`src/rtl/core_pkg.sv`:
```
// core_pkg: shared widths and the write-request type used by both
// register-file write sources (WB stage and long-latency unit).
package core_pkg;

   localparam int unsigned REG_ADDR_W = 5;
   localparam int unsigned XLEN       = 32;

   // One register-file write: destination register plus data.
   typedef struct packed {
      logic [REG_ADDR_W-1:0] rd;
      logic [XLEN-1:0]       data;
   } wb_req_t;

   // Which source owns the register-file write port this cycle.
   typedef enum logic [1:0] {
      SRC_NONE = 2'd0,
      SRC_WB   = 2'd1,
      SRC_LU   = 2'd2
   } wr_src_t;

endpackage

```
`src/rtl/lu_result_fifo.sv`:
```
// lu_result_fifo: buffer for long-latency results waiting for the
// register-file write port.
//   clk, reset  : clock, asynchronous active-low reset
//   push        : accept push_req this cycle (caller guarantees !full)
//   push_req    : {rd, data} to enqueue
//   pop         : drop the head entry this cycle (caller guarantees !empty)
//   head        : oldest entry; only meaningful while !empty
//   empty, full : occupancy flags from registered state
// A push is visible at head no earlier than the following cycle.
module lu_result_fifo
   import core_pkg::*;
#(
   parameter int unsigned DEPTH = 2
) (
   input  logic    clk,
   input  logic    reset,
   input  logic    push,
   input  wb_req_t push_req,
   input  logic    pop,
   output wb_req_t head,
   output logic    empty,
   output logic    full
);

   localparam int unsigned AW = $clog2(DEPTH);
   localparam int unsigned CW = AW + 1;

   wb_req_t       mem [DEPTH];
   logic [AW-1:0] wr_ptr;
   logic [AW-1:0] rd_ptr;
   logic [CW-1:0] count;

   always_ff @(posedge clk) begin
      if (push) mem[wr_ptr] <= push_req;
   end

   // Pointers wrap naturally because DEPTH is a power of two.
   always_ff @(posedge clk or negedge reset) begin
      if (!reset) begin
         wr_ptr <= '0;
         rd_ptr <= '0;
         count  <= '0;
      end else begin
         if (push) wr_ptr <= wr_ptr + 1'b1;
         if (pop)  rd_ptr <= rd_ptr + 1'b1;
         case ({push, pop})
            2'b10:   count <= count + 1'b1;
            2'b01:   count <= count - 1'b1;
            default: count <= count;
         endcase
      end
   end

   assign head  = mem[rd_ptr];
   assign empty = (count == '0);
   assign full  = (count == CW'(DEPTH));

endmodule

```
`src/rtl/regfile_wb_sched.sv`:
```
// regfile_wb_sched: write-port scheduler and scoreboard for the integer
// register file. Merges in-order WB results with buffered long-latency
// results onto one write port and produces the ID hazard stall.
//   wb_valid/wb_rd/wb_data, wb_stall         : WB-stage write source
//   lu_issue/lu_issue_rd                     : long-latency issue (sets pending)
//   lu_res_valid/rd/data, lu_res_ready       : long-latency result offer
//   id_rs1/id_rs2/id_rd, hazard_stall        : ID-stage hazard check
//   rf_we/rf_rd/rf_wdata                     : register-file write port
//   sb_err                                   : sticky protocol-violation flag
module regfile_wb_sched
   import core_pkg::*;
#(
   parameter int unsigned LU_BUF_DEPTH = 2,
   parameter int unsigned STARVE_MAX   = 4
) (
   input  logic                  clk,
   input  logic                  reset,
   input  logic                  wb_valid,
   input  logic [REG_ADDR_W-1:0] wb_rd,
   input  logic [XLEN-1:0]       wb_data,
   output logic                  wb_stall,
   input  logic                  lu_issue,
   input  logic [REG_ADDR_W-1:0] lu_issue_rd,
   input  logic                  lu_res_valid,
   input  logic [REG_ADDR_W-1:0] lu_res_rd,
   input  logic [XLEN-1:0]       lu_res_data,
   output logic                  lu_res_ready,
   input  logic [REG_ADDR_W-1:0] id_rs1,
   input  logic [REG_ADDR_W-1:0] id_rs2,
   input  logic [REG_ADDR_W-1:0] id_rd,
   output logic                  hazard_stall,
   output logic                  rf_we,
   output logic [REG_ADDR_W-1:0] rf_rd,
   output logic [XLEN-1:0]       rf_wdata,
   output logic                  sb_err
);

   localparam int unsigned SW = $clog2(STARVE_MAX + 1);

   logic [31:1]   pending;
   logic [31:1]   pending_nxt;
   logic [31:0]   pend_vec;
   logic [SW-1:0] starve_cnt;
   wr_src_t       src;
   wb_req_t       head;
   wb_req_t       sel;
   logic          buf_empty;
   logic          buf_full;
   logic          push;
   logic          pop;
   logic          forced;
   logic          err_now;

   lu_result_fifo #(.DEPTH(LU_BUF_DEPTH)) u_fifo (
      .clk      (clk),
      .reset    (reset),
      .push     (push),
      .push_req ('{rd: lu_res_rd, data: lu_res_data}),
      .pop      (pop),
      .head     (head),
      .empty    (buf_empty),
      .full     (buf_full)
   );

   // Bit 0 is a constant zero so an index of x0 never reports pending.
   assign pend_vec     = {pending, 1'b0};
   assign hazard_stall = pend_vec[id_rs1] | pend_vec[id_rs2] | pend_vec[id_rd];

   assign lu_res_ready = !buf_full;
   assign push         = lu_res_valid && lu_res_ready;
   assign forced       = !buf_empty && (starve_cnt == SW'(STARVE_MAX));

   always_comb begin
      src = SRC_NONE;
      if (forced)          src = SRC_LU;
      else if (wb_valid)   src = SRC_WB;
      else if (!buf_empty) src = SRC_LU;
   end

   assign pop      = (src == SRC_LU);
   assign wb_stall = wb_valid && (src != SRC_WB);
   assign sel      = pop ? head : '{rd: wb_rd, data: wb_data};
   assign rf_we    = (src != SRC_NONE) && (sel.rd != '0);
   assign rf_rd    = sel.rd;
   assign rf_wdata = sel.data;

   // Issue is applied after the clear so a same-cycle set wins.
   always_comb begin
      pending_nxt = pending;
      for (int unsigned r = 1; r < 32; r++) begin
         if (pop && head.rd == REG_ADDR_W'(r))        pending_nxt[r] = 1'b0;
         if (lu_issue && lu_issue_rd == REG_ADDR_W'(r)) pending_nxt[r] = 1'b1;
      end
   end

   assign err_now = (lu_issue && hazard_stall)
                 || (wb_valid && pend_vec[wb_rd] && !wb_stall)
                 || (push && !pend_vec[lu_res_rd]);

   always_ff @(posedge clk or negedge reset) begin
      if (!reset) begin
         pending    <= '0;
         starve_cnt <= '0;
         sb_err     <= 1'b0;
      end else begin
         pending <= pending_nxt;
         if (buf_empty || pop)                   starve_cnt <= '0;
         else if (starve_cnt != SW'(STARVE_MAX)) starve_cnt <= starve_cnt + 1'b1;
         if (err_now) sb_err <= 1'b1;
      end
   end

endmodule

```
`config.mk`:
```
export PLATFORM = sky130hd
export DESIGN_NAME = regfile_wb_sched
export DESIGN_NICKNAME = d
export VERILOG_FILES = /design/src/rtl/core_pkg.sv /design/src/rtl/lu_result_fifo.sv /design/src/rtl/regfile_wb_sched.sv
export SDC_FILE = /design/constraint.sdc
export NUM_CORES = 1
export LEC_CHECK = 0
export CORE_ASPECT_RATIO = 0.8
export CORE_MARGIN = 8
export CORE_UTILIZATION = 25
export CTS_CLUSTER_DIAMETER = 100
export DETAILED_ROUTE_END_ITERATION = 10
export SLEW_MARGIN = 20
export SYNTH_ARGS = -nofsm -noshare
export SYNTH_HDL_FRONTEND = slang
export SYNTH_SLANG_ARGS = --single-unit
```
`constraint.sdc`:
```
create_clock -name clk -period 3.4 [get_ports clk]
set_input_delay 0.68 -clock clk [delete_from_list [all_inputs] [get_ports clk]]
set_output_delay 0.68 -clock clk [all_outputs]
set_load 0.05 [all_outputs]
```
# After elaboration in Yosys (flattened, before gate mapping)
# Memories as Yosys holds them, arrays and structs flattened.
# Index checks and enable logic that the tools add are counted.
dict set report totals {
  ff_bits 39
  ramBits 74
  in_bits 99
  elab_cells 312
  memories 1
}
dict set report op_classes {
  n_addsub 5
  magnitude_cmp 5
  eq_ne 69
  mux 81
  n_bitwise 2
  reduce_logical 113
}
# memory words width read_ports rd_ports_with_merged_regs wr line_no
set mem_list {}
lappend mem_list {u_fifo.mem 2 37 1 0 1 lu_result_fifo.sv:28} ;# wb_req_t mem [DEPTH];
# op count
set ops {}
lappend ops {{$eq 5x5->1 const B} 32}
lappend ops {{$eq 5x4->1 const B} 16}
lappend ops {{$logic_and 1x1->1} 70}
lappend ops {{$mux 1} 69}
lappend ops {{$reduce_bool 2->1} 34}
lappend ops {{$eq 5x3->1 const B} 8}
lappend ops {{$mux 37} 1}
lappend ops {{$lt 5x6->1 const B} 5}
lappend ops {{$bmux 1 s5} 5}
lappend ops {{$eq 5x2->1 const B} 4}
lappend ops {{$eq 5x1->1 const B} 2}
lappend ops {{$eq 2x2->1 const B} 3}
lappend ops {{$mux 2} 3}
lappend ops {{$mux 3} 2}
lappend ops {{$reduce_bool 5->1} 1}
lappend ops {{$logic_not 1->1} 4}
lappend ops {{$pmux 2 s2} 1}
lappend ops {{$add 3x1->3 const B} 1}
lappend ops {{$eq 3x3->1 const B} 1}
lappend ops {{$logic_or 1x1->1} 3}
lappend ops {{$ne 3x3->1 const B} 1}
lappend ops {{$add 1x1->1 const B} 2}
lappend ops {{$add 2x1->2 const B} 1}
lappend ops {{$eq 2x1->1 const B} 1}
lappend ops {{4 further kinds} 5}

# Longest topological paths before layout
# Gate-level depths: netlist of the first run.
dict set report logic_depth {
  depth_word 10
  ltp_mapped 10
  mapped_depth_nobuf 8
}

# By module
# Synthesis of the first run repeated with hierarchy kept, for this count alone.
dict set report hier_totals {
  hier_cells 556
  hier_area_um2 6422.4
}
# module n_inst cells_each area_per_inst_um2 seq_area_each_um2
set modules_own_cells {}
lappend modules_own_cells {regfile_wb_sched 1 425 3485.8 875.8}
lappend modules_own_cells {lu_result_fifo 1 131 2936.6 2322.2}

# Worst setup path after synthesis of the first run
# No wires, ideal clock.
dict set report synth_timing {
  path_type {input port to output port}
  startpoint {input wb_valid}
  endpoint {output rf_we}
  arrival_ns 3.019
  required_time_ns 2.720
  path_slack_ns -0.299
  path_stages 6
  path_buffers 1
  path_cell_list {a21oi_1 > clkbuf_1 > nor2_1 > a21oi_1 > nor3_1 > a21oi_1}
}
dict set report synth_via {
  elab_chain_len 6
  elab_cells_between_ends 7
}
# element line_no
set synth_lines {}
lappend synth_lines {{from (decl)} regfile_wb_sched.sv:18} ;# input logic wb_valid,
lappend synth_lines {{$mux 2} regfile_wb_sched.sv:76} ;# else if (wb_valid) src = SRC_WB;
lappend synth_lines {{$mux 2} regfile_wb_sched.sv:75} ;# if (forced) src = SRC_LU;
lappend synth_lines {{$eq 2x2->1} regfile_wb_sched.sv:80} ;# assign pop = (src == SRC_LU);
lappend synth_lines {{$mux 37} regfile_wb_sched.sv:82} ;# assign sel = pop ? head : '{rd: wb_rd, data: wb_data};
lappend synth_lines {{named net rf_rd[2]} regfile_wb_sched.sv:33} ;# output logic [REG_ADDR_W-1:0] rf_rd,
lappend synth_lines {{$reduce_bool 5->1} regfile_wb_sched.sv:83} ;# assign rf_we = (src != SRC_NONE) && (sel.rd != '0);
lappend synth_lines {{$logic_and 1x1->1} regfile_wb_sched.sv:83}
lappend synth_lines {{to (decl)} regfile_wb_sched.sv:32} ;# output logic rf_we,
# The timed path passes the listed nets, and every way through them passes these cells.

# Worst setup path in the final report of the first run
dict set report layout_timing {
  startpoint {input id_rs2[3]}
  endpoint {output hazard_stall}
}
dict set report layout_via {
  elab_chain_len 4
}
# element line_no
set layout_lines {}
lappend layout_lines {{from (decl)} regfile_wb_sched.sv:29} ;# input logic [REG_ADDR_W-1:0] id_rs2,
lappend layout_lines {{$bmux 1 s5} regfile_wb_sched.sv:67} ;# assign hazard_stall = pend_vec[id_rs1] | pend_vec[id_rs2] | pend_vec[id_rd];
lappend layout_lines {{$mux 1 (implied by the code)} regfile_wb_sched.sv:67}
lappend layout_lines {{$or 1x1->1 (2 in a row)} regfile_wb_sched.sv:67}
lappend layout_lines {{to (decl)} regfile_wb_sched.sv:31} ;# output logic hazard_stall,
# No other way between the ends. The select of a mux whose other input is x is not followed.

==> results of run 1 <==
==> cells in the mapped netlist, types with 2 or more instances <==
master / instances
edfxtp_1: 74
o21ai_0: 65
mux2i_1: 48
nor2_1: 48
a21oi_1: 39
dfrtp_1: 39
mux4_2: 27
clkbuf_1: 15
nand2_1: 13
mux2_2: 10
nand2b_1: 10
nand3_1: 9
nor2b_1: 8
mux4_1: 7
or2_2: 6
buf_2: 5
inv_1: 5
nand3b_1: 5
nand4b_1: 5
a221oi_1: 4
xnor2_1: 4
a2111oi_0: 3
buf_1: 3
ha_1: 3
nor3_1: 3
buf_6: 2
nand4_1: 2
nor3b_1: 2
xor2_1: 2
==> per-stage QoR <==
| step | hold slack (ns) | setup TNS, ns | power [µW] | cell area [µm²] | setup slack, ns |
|---|---|---|---|---|---|
| 5_1_grt | 0.4694 | -0.002101 | 8111 | 8922 | -0.002101 |
| 4_1_cts | 0.4230 | 0 | 7770 | 8916 | 0.05428 |
| 3_3_place_gp | 0.4531 | -0.1384 | 5964 | 8335 | -0.1384 |
| 2_1_floorplan | 0.3844 | 0 | 4328 | 6092 | 0.1280 |
| 6_report | 0.4024 | 0 | 7728 | 8922 | 0.05160 |
| 3_5_place_dp | 0.4546 | -0.1708 | 5989 | 8335 | -0.1708 |
==> worst max-delay path: cells and delay by family <==
| family | cells | cell delay, ns |
|---|---|---|
| buffers and inverters | 3 | 0.85 |
| muxes | 1 | 0.35 |
| AOI/OAI and AO/OA | 3 | 0.61 |
| and+or+nand+nor | 1 | 0.18 |
==> per-layer routing <==
metal,vias to the layer above,routed length [µm],global-route usage (%)
li1,2189,-,-
met1,2308,8014,16.57
met2,247,8237,18.12
met3,54,1855,4.966
met4,4,554,5.678
met5,-,22,0
==> worst max path at each step <==
stage                         to  startpoint  cells past startpoint  slack (ns)
finish              hazard_stall   id_rs2[3]                      8        0.05
global route        hazard_stall   id_rs2[1]                      9      -0.002
detailed placement  hazard_stall    id_rd[0]                      9       -0.17
CTS                 hazard_stall   id_rs2[3]                      8        0.05
floorplan                  rf_we    wb_rd[1]                      5        0.13
global placement    hazard_stall    id_rd[0]                      9       -0.14
==> kinds of logic after synthesis <==
| family | count (synthesis) |
|---|---|
| flip-flops | 113 |
| AO/OA/AOI/OAI | 121 |
| multiplexers | 92 |
| buffers and inverters | 30 |
| adder cells (fa/ha/maj) | 3 |
| AND/OR/NAND/NOR | 115 |
| XOR/XNOR | 6 |
==> layout make-up <==
cell class | count | area, µm² | share of cell area (%)
multi-input combinational | 337 | 2793 | 31.30
clock buffer | 17 | 425.4 | 4.768
tap | 318 | 397.9 | 4.459
inverter | 5 | 18.77 | 0.2103
timing repair buffer | 164 | 1933 | 21.67
clock inverter | 15 | 155.1 | 1.739
sequential | 113 | 3199 | 35.86
==> registers in the layout, summed over array words and instances, names as in the netlist <==
| name | cells |
|---|---|
| sb_err | 1 |
| u_fifo.rd_ptr | 1 |
| u_fifo.count | 2 |
| pending | 31 |
| u_fifo.wr_ptr | 1 |
| u_fifo.mem | 74 |
| starve_cnt | 3 |
==> power groups by stage <==
stage | sequential [µW] | combinational [µW] | clock [µW]
after floorplan | 2180 | 2150 | 0
after global placement | 2500 | 3470 | 0
after detailed placement | 2510 | 3480 | 0
after CTS | 2480 | 3500 | 1790
after global routing | 2550 | 3700 | 1860
final | 2520 | 3450 | 1750
==> timing repair <==
item,in CTS,in global routing
endpoints found under the setup margin,1,1
pin swaps,1,1
gates resized for setup,6,1
==> impl_metrics.prom, run 1 <==
# TYPE chip_impl_metric gauge
chip_impl_metric{name="clk_latency",unit="ns"} 0.41
chip_impl_info{name="reg2reg_to",value="pending[18]$_DFFE_PN0P_"} 1
chip_impl_metric{name="timing.slew.headroom",unit="%"} 38.15
chip_impl_metric{name="ctsHtreeMaxLevel",unit=""} 4
chip_impl_metric{name="cts_setup_buffers",unit=""} 0
chip_impl_info{name="cp_cell_sequence",value="clkdlybuf4s50_1 > mux2_2 > a221oi_2 > a2111oi_0 > buf_4 > a2111oi_4 > nand4_2 > buf_12"} 1
chip_impl_info{name="timing_worst_setup_path_type",value="input port to primary output"} 1
chip_impl_metric{name="hold_violations",unit=""} 0
chip_impl_metric{name="route.vias.total",unit=""} 4802
chip_impl_metric{name="synth-adder-area-share",unit="%"} 0.6173
chip_impl_metric{name="boundaryPins",unit=""} 141
chip_impl_metric{name="post-synth-top-area-fraction",unit="%"} 36.54
chip_impl_metric{name="intPower",unit="µW"} 4643
chip_impl_metric{name="grt_antenna_before_repair",unit=""} 2
chip_impl_metric{name="dpl.hpwl",unit="µm"} 13740
chip_impl_info{name="cts.root.buffer_cell",value="clkbuf_16"} 1
chip_impl_metric{name="yosys_register_bits",unit=""} 113
chip_impl_metric{name="netlist_area",unit="µm²"} 6081
chip_impl_metric{name="maxClockFrequency",unit="MHz"} 298.7
chip_impl_metric{name="worst_r2r_path_depth",unit=""} 10
chip_impl_metric{name="finalCriticalPeriod",unit="ns"} 3.348
chip_impl_metric{name="power.switching_fraction",unit="%"} 39.92
chip_impl_metric{name="io_buffers",unit=""} 140
chip_impl_metric{name="combPwrFrac",unit="%"} 44.7
chip_impl_metric{name="clock_sinks",unit=""} 113
chip_impl_metric{name="fp.dieArea",unit="µm²"} 29600
chip_impl_metric{name="chipHeight",unit="µm"} 155.5
chip_impl_metric{name="first_iteration_detailed_routing_drc_count",unit=""} 361
chip_impl_info{name="mostFrequentLayoutCells",value="clkdlybuf4s50_1, edfxtp_1, o21ai_0, mux2i_1, nor2_1"} 1
chip_impl_metric{name="finalSetupViolCount",unit=""} 0
chip_impl_metric{name="power.density",unit="nW/µm²"} 866.2
chip_impl_info{name="cell_types_occupying_the_most_area_after_synthesis",value="edfxtp_1, dfrtp_1, mux4_2"} 1
chip_impl_metric{name="number_of_fill_cells",unit=""} 2322
chip_impl_metric{name="netSwitchingPower",unit="µW"} 3085
chip_impl_metric{name="wl_cell",unit="µm"} 19.28
chip_impl_info{name="yosys_most_used_dff",value="edfxtp_1"} 1
chip_impl_metric{name="num-nets-final",unit=""} 740
chip_impl_metric{name="finalMaxSlewViolations",unit=""} 0
chip_impl_metric{name="synth_mux_area_share",unit="%"} 22.78
chip_impl_metric{name="grt_pass1_wl",unit="µm"} 28810
chip_impl_metric{name="max-cap-violations",unit=""} 0
chip_impl_metric{name="seq_power_share",unit="%"} 32.6
chip_impl_metric{name="core_rows",unit=""} 51
chip_impl_metric{name="grt_overflow",unit=""} 0
chip_impl_metric{name="ctsLongestPathBuffers",unit=""} 2
chip_impl_metric{name="post-route-drc-count",unit=""} 0
chip_impl_metric{name="maximum_number_of_pins_on_one_net_before_global_route_repair",unit=""} 65
chip_impl_metric{name="antenna-diode-count",unit=""} 0
chip_impl_metric{name="worstPathMaxFanout",unit=""} 2
chip_impl_metric{name="cts_buffers",unit=""} 17
chip_impl_metric{name="syn_area_per_cell",unit="µm²"} 12.67
chip_impl_info{name="startpoint_type",value="input port"} 1
chip_impl_info{name="most_common_library_cell_in_the_layout_ignoring_fill_and_taps",value="clkdlybuf4s50_1"} 1
chip_impl_metric{name="vias_per_cell",unit=""} 4.956
chip_impl_metric{name="grt_usage",unit="%"} 12.65
chip_impl_info{name="largest_family_of_logic_cells_by_synthesized_area",value="multiplexers"} 1
chip_impl_metric{name="synth_compound_area_share",unit="%"} 11.38
chip_impl_info{name="min_path_type",value="input port to asynchronous set/reset pin"} 1
chip_impl_metric{name="detail_route.first_pass.iterations",unit=""} 5
chip_impl_metric{name="power_leakage",unit="µW"} 0.003350
chip_impl_metric{name="dp_cells",unit=""} 937
chip_impl_metric{name="ir_drop",unit="mV"} 0.4462
chip_impl_metric{name="worst_setup_hold_path_clk_slew",unit="ns"} 0.06
chip_impl_metric{name="clock_skew",unit="ns"} 0.01092
chip_impl_metric{name="synthXorXnorAreaFrac",unit="%"} 0.8642
chip_impl_metric{name="yosys_warnings",unit=""} 0
chip_impl_metric{name="first_global_vias",unit=""} 4937
chip_impl_metric{name="critPathRequiredTime",unit="ns"} 2.72
chip_impl_metric{name="syn_inst",unit=""} 480
chip_impl_metric{name="count_of_flip_flops_with_a_built_in_enable_after_synthesis",unit=""} 74
chip_impl_metric{name="netlist-cell-type-count",unit=""} 43
chip_impl_metric{name="core-area",unit="µm²"} 24120
chip_impl_metric{name="post_synth_net_total",unit=""} 582
chip_impl_metric{name="power_frac_clock",unit="%"} 22.7
chip_impl_info{name="status",value="complete, no violations"} 1
chip_impl_metric{name="detail_route.wirelength",unit="µm"} 18680
chip_impl_info{name="rr_startpoint",value="starve_cnt[0]$_DFFE_PN0P_"} 1
chip_impl_info{name="critPathCaptureType",value="primary output"} 1
chip_impl_metric{name="place_congestion",unit=""} 0.8423
chip_impl_info{name="cts_tree",value="done"} 1
chip_impl_metric{name="drive_gt1_share",unit="%"} 23.66
chip_impl_metric{name="cp_data_arrival_time",unit="ns"} 2.67
chip_impl_metric{name="synth_sequential_area_ratio",unit="%"} 52.59
chip_impl_metric{name="tightestPinTransition",unit="ns"} 0.9278
chip_impl_metric{name="final.period_utilization",unit="%"} 98.48
chip_impl_metric{name="antenna_violating_nets_post_route",unit=""} 0
chip_impl_metric{name="worst_stage_delay_on_the_critical_path",unit="ns"} 0.50
chip_impl_metric{name="post-route-util",unit="%"} 36.99
chip_impl_metric{name="flow.area_growth_from_synthesis",unit="%"} 46.73
chip_impl_info{name="post-synth-top-area-cell",value="edfxtp_1"} 1
chip_impl_metric{name="final-instance-count-excl-fill",unit=""} 969
chip_impl_metric{name="horizontal_die_dimension",unit="µm"} 190.4
chip_impl_metric{name="async_flop_share",unit="%"} 34.51
chip_impl_metric{name="post_synth_and_or_nand_nor_area_fraction",unit="%"} 9.568
chip_impl_metric{name="cts-hold-fix-buffers",unit=""} 0
chip_impl_metric{name="setup.reg_to_reg.worst_slack",unit="ns"} 0.82
chip_impl_info{name="worst_path_max_delay_cell",value="clkdlybuf4s50_1"} 1
chip_impl_metric{name="floorplan.initialDensity",unit="%"} 25.21
Note: power is estimated with default switching activity, not from simulation.
==> run 2, diff against run 1 <==
--- a/config.mk
+++ b/config.mk
@@ -8,6 +8,7 @@
 export CORE_ASPECT_RATIO = 0.8
 export CORE_MARGIN = 8
 export CORE_UTILIZATION = 25
+export CTS_BUF_LIST = sky130_fd_sc_hd__clkbuf_16
 export CTS_CLUSTER_DIAMETER = 100
 export DETAILED_ROUTE_END_ITERATION = 10
 export SLEW_MARGIN = 20
==> results of run 2 <==
Same layout as run 1: the final DEF is identical, and so are final timing and power.
==> run 3, diff against run 2 <==
--- a/config.mk
+++ b/config.mk
@@ -9,7 +9,7 @@
 export CORE_MARGIN = 8
 export CORE_UTILIZATION = 25
 export CTS_BUF_LIST = sky130_fd_sc_hd__clkbuf_16
-export CTS_CLUSTER_DIAMETER = 100
+export CTS_CLUSTER_DIAMETER = 120
 export DETAILED_ROUTE_END_ITERATION = 10
 export SLEW_MARGIN = 20
 export SYNTH_ARGS = -nofsm -noshare
==> results of run 3 <==
Same layout as run 1: the final DEF is identical, and so are final timing and power.
